`src/rtl/cnn_conv_acc.sv`:
```
// Kernel-window accumulator: bias pre-load, saturating signed accumulation,
// then arithmetic rescale, ReLU and clamp to a signed activation.
module cnn_conv_acc #(
    parameter int unsigned PROD_W  = 25,
    parameter int unsigned ACC_W   = 32,
    parameter int unsigned N_TERMS = 25,
    parameter int unsigned SHIFT   = 8,
    parameter int unsigned OUT_W   = 14
) (
    input  logic                     ap_clk,
    input  logic                     ap_rst,
    input  logic signed [PROD_W-1:0] prod_din,
    input  logic                     prod_valid,
    output logic                     prod_ready,
    input  logic signed [ACC_W-1:0]  bias_din,
    output logic [OUT_W-1:0]         res_dout,
    output logic                     res_valid,
    input  logic                     res_ready,
    output logic                     sat_flag
);

    localparam int unsigned CNT_W = (N_TERMS > 1) ? $clog2(N_TERMS) : 1;
    localparam logic [CNT_W-1:0] CNT_LAST = CNT_W'(N_TERMS - 1);
    localparam logic signed [ACC_W-1:0] ACC_MAX = {1'b0, {(ACC_W-1){1'b1}}};
    localparam logic signed [ACC_W-1:0] ACC_MIN = {1'b1, {(ACC_W-1){1'b0}}};
    localparam logic signed [ACC_W-1:0] OUT_MAX = {{(ACC_W-OUT_W+1){1'b0}}, {(OUT_W-1){1'b1}}};

    typedef enum logic [1:0] {StAcc, StFin, StOut} state_e;

    state_e                   state;
    logic signed [ACC_W-1:0]  acc;
    logic [CNT_W-1:0]         cnt;

    logic signed [ACC_W-1:0]  add_base;
    logic signed [ACC_W:0]    sum;
    logic                     add_sat;
    logic signed [ACC_W-1:0]  acc_next;
    logic signed [ACC_W-1:0]  shifted;
    logic [OUT_W-1:0]         res_next;

    assign prod_ready = (state == StAcc);

    always_comb begin
        // The first product of a window adds onto the bias instead of the old sum.
        add_base = (cnt == '0) ? bias_din : acc;
        sum      = {add_base[ACC_W-1], add_base}
                 + {{(ACC_W+1-PROD_W){prod_din[PROD_W-1]}}, prod_din};
        add_sat  = (sum[ACC_W] != sum[ACC_W-1]);
        if (add_sat) begin
            acc_next = sum[ACC_W] ? ACC_MIN : ACC_MAX;
        end else begin
            acc_next = sum[ACC_W-1:0];
        end

        shifted = acc >>> SHIFT;
        if (shifted[ACC_W-1]) begin
            res_next = '0;
        end else if (shifted > OUT_MAX) begin
            res_next = OUT_MAX[OUT_W-1:0];
        end else begin
            res_next = shifted[OUT_W-1:0];
        end
    end

    always_ff @(posedge ap_clk or posedge ap_rst) begin
        if (ap_rst) begin
            state     <= StAcc;
            acc       <= '0;
            cnt       <= '0;
            res_dout  <= '0;
            res_valid <= 1'b0;
            sat_flag  <= 1'b0;
        end else begin
            unique case (state)
                StAcc: begin
                    if (prod_valid) begin
                        acc <= acc_next;
                        if (add_sat) begin
                            sat_flag <= 1'b1;
                        end
                        if (cnt == CNT_LAST) begin
                            cnt   <= '0;
                            state <= StFin;
                        end else begin
                            cnt <= cnt + 1'b1;
                        end
                    end
                end
                StFin: begin
                    res_dout  <= res_next;
                    res_valid <= 1'b1;
                    state     <= StOut;
                end
                StOut: begin
                    if (res_ready) begin
                        res_valid <= 1'b0;
                        state     <= StAcc;
                    end
                end
                default: state <= StAcc;
            endcase
        end
    end

endmodule
```
`config.mk`:
```
export PLATFORM = sky130hd
export DESIGN_NAME = cnn_conv_acc
export DESIGN_NICKNAME = d
export VERILOG_FILES = /design/src/rtl/cnn_conv_acc.sv
export SDC_FILE = /design/constraint.sdc
export NUM_CORES = 1
export LEC_CHECK = 0
export CAP_MARGIN = 20
export CORE_MARGIN = 1.5
export CORE_UTILIZATION = 55
export CTS_CLUSTER_SIZE = 25
export DETAILED_ROUTE_END_ITERATION = 6
export PLACE_DENSITY = 0.82
export SYNTH_ARGS = -nofsm -noshare
export SYNTH_HDL_FRONTEND = slang
export SYNTH_SLANG_ARGS = --single-unit
```
`constraint.sdc`:
```
create_clock -name ap_clk -period 7.2 [get_ports ap_clk]
set_input_delay 2.16 -clock ap_clk [delete_from_list [all_inputs] [get_ports ap_clk]]
set_output_delay 2.16 -clock ap_clk [all_outputs]
set_load 0.02 [all_outputs]
```
==> run metrics <==
status completed; fin worst setup slack 1.412 ns; Sink Count 55; Mapped Cells 536; mux cell area share after synthesis 8.129%; Period minus WS final 5.788 ns; total track usage 24.55%; fmax 0.1728 GHz; Post-DP HPWL 8053 microns; Slew @ Worst Pin 0.9312 ns; CP arrival 5.96 ns; largest net degree at the start of global routing 63; layout cells sized above 1 13.59%; syn_area_per_cell 8.758 sq um; Die X 95.39 microns; mapped cell area 4695 sq um; # Max-Cap Violations 0; CP Capture Type flop; drt first pass iters 4; WP data required 7.37 ns; Resize count post-CTS 0; die area 9098 sq um; dpl ws 1.094 ns; vias in the first global route 3884; Simple-Gate Fraction of Synth Area 13.57%; Root Driver clkbuf_8; Peak supply drop 0.0003157 V; port bufs 77; Netlist cell types 57; Hold Crit Class flop to flop; vias per cell 5.837; Post-CTS Setup Bufs 0; DR iter-0 viols 264; Antenna Cells 0; clock tree buffer depth 2; setup TNS 0 ns; pins over their slew limit 0; Final #Nets 692; WL per Instance 15.08 microns; Final period util 80.39%; adder-cell share of the synthesized area 16.39%; first-pass GRT wire length 17880 microns; YS warnings 0; fraction of the yosys area taken by sequential cells 29.32%; register bit total from synthesis 55; DR vias 4092; Num CTS Buffers 5; largest family of logic cells by synthesized area compound AO/OA/AOI/OAI gates; Hold-fix buffers, CTS 0; initial core utilization 56.85%; Area Overhead vs Synth 19.30%; gpl congestion 0.9357; H-tree levels 2; CTS tree yes; Async SR Flop Fraction 100.0%; final hold vios 0; Filler cells 644; crit path launch type input pin; DRC 0; initial antenna violation count 0; dominant synthesized flop cell dfrtp_1; Post-synth EDFFs 0; DRT antenna net count 0; Die Y 95.39 microns; unrepaired setup endpoints after global routing false; overall routed net length 10570 microns; area fraction in compound gates after synthesis 22.07%; Syn Nets 632; global route total overflow 0; clock slew at reported path FFs 0.09 ns; Max-slew headroom 37.92%; Synth Area in XOR/XNOR 5.757%; Ports 78; area of the core 8258 sq um; most common cell after layout, fill and taps aside clkdlybuf4s50_1; Worst Skew 0.005544 ns; PwrDens 512.5 nW/um^2; row count 33; crit-path max FO 17; final setup fails 0; most frequent cells in the layout 77 x clkdlybuf4s50_1, 76 x nand2_1, 55 x dfrtp_1, 36 x a21oi_1, 34 x ha_1; crit path kind input pin to flop; LEAKAGE 2.388 nW; Worst-Skew Late Latency 0.31 ns
==> sequential cells by signal, summed over array words and instances, names as in the netlist <==
name       count
res_valid      1
sat_flag       1
res_dout      14
acc           32
state          2
cnt            5
==> final timing paths <==
check	start	end	slack, ns	depth (start not counted)
setup / recovery	bias_din[12]	acc[16]	1.41	13
hold / removal	sat_flag	sat_flag	0.48	1
setup reg to reg	cnt[1]	acc[16]	2.15	17
hold reg to reg	sat_flag	sat_flag	0.48	1
max in group asynchronous	ap_rst	acc[23]	4.38	3
min in group asynchronous	ap_rst	res_valid	2.36	3
==> synth_stat cells, types with 2 or more instances <==
| master | instances | share of area (%) |
|---|---|---|
| a2111oi_0 | 3 | 0.56 |
| a211o_1 | 3 | 0.56 |
| a211oi_1 | 3 | 0.48 |
| a21o_1 | 15 | 2.4 |
| a21oi_1 | 36 | 3.8 |
| a221o_1 | 2 | 0.43 |
| a22o_1 | 2 | 0.37 |
| a311oi_1 | 3 | 0.56 |
| a31oi_1 | 4 | 0.53 |
| a41oi_1 | 2 | 0.37 |
| and2_1 | 3 | 0.40 |
| and4_1 | 2 | 0.37 |
| buf_2 | 8 | 0.85 |
| buf_6 | 4 | 0.96 |
| clkbuf_1 | 17 | 1.4 |
| dfrtp_1 | 55 | 29 |
| ha_1 | 34 | 9.1 |
| inv_1 | 18 | 1.4 |
| maj3_1 | 2 | 0.43 |
| maj3_2 | 27 | 6.5 |
| mux2_2 | 33 | 7.9 |
| nand2_1 | 77 | 6.2 |
| nand2b_1 | 6 | 0.80 |
| nand3_1 | 9 | 0.96 |
| nand4_1 | 5 | 0.67 |
| nor2_1 | 28 | 2.2 |
| nor2b_1 | 2 | 0.27 |
| nor3_1 | 3 | 0.32 |
| nor4_1 | 5 | 0.67 |
| o211ai_1 | 4 | 0.64 |
| o21a_1 | 6 | 0.96 |
| o21ai_0 | 17 | 1.8 |
| o21ai_1 | 30 | 3.2 |
| o21bai_1 | 5 | 0.80 |
| o311ai_0 | 2 | 0.37 |
| o31ai_1 | 13 | 2.1 |
| xnor2_1 | 16 | 3.0 |
| xor2_1 | 13 | 2.4 |
==> worst max-delay path: stages <==
cell and delay [ns]:
clkdlybuf4s50_1 0.41, mux2_2 0.28, ha_1 0.38, a21o_1 0.20
a31oi_1 0.18, a2111oi_0 0.41, a221o_1 0.29, a21o_1 0.19
a21oi_2 0.08, xnor2_2 0.69, buf_4 0.39, maj3_2 0.23
o21ai_1 0.06
==> metrics by stage <==
stage	power (W)	cell area (sq um)	instances	hold WS, ns	util [%]
global route	0.003140	5600	701	0.5142	67.82
floorplan	0.002266	4695	536	0.4517	-
detailed placement	0.002662	5494	694	0.4643	66.53
CTS	0.002871	5600	701	0.4856	67.82
global placement	0.002601	5494	694	0.4571	66.53
finish	0.002870	5600	701	0.4800	67.82
==> power by group <==
group          switching [W]  total, W  internal [W]
clock network       0.000102  0.000204      0.000102
logic                0.00110   0.00209      0.000992
registers           0.000114  0.000575      0.000460
total                0.00132   0.00287       0.00155
==> final cells by class <==
class | count | area [sq um] | share of cell area, %
Multi-Input combinational cell | 433 | 3103 | 55.41
Sequential cell | 55 | 1376 | 24.58
Timing Repair Buffer | 83 | 815.8 | 14.57
Tap cell | 105 | 131.4 | 2.346
Clock buffer | 5 | 68.82 | 1.229
Inverter | 18 | 67.56 | 1.206
Clock inverter | 2 | 37.54 | 0.6702
==> cells by family after synthesis <==
family          count (synthesis)
buf+inv                        48
fa+ha+maj                      64
flops                          55
mux                            34
compound gates                160
simple gates                  145
xor+xnor                       30
==> metal layers <==
metal / wire length, microns / track usage, % / up-vias
met5: 0 / 0 / -
met4: 125 / 5.882 / 0
met3: 449 / 2.313 / 9
met2: 5078 / 42.91 / 111
met1: 4918 / 32.57 / 1897
li1: - / - / 2075
Note: power is estimated with default switching activity, not from simulation.
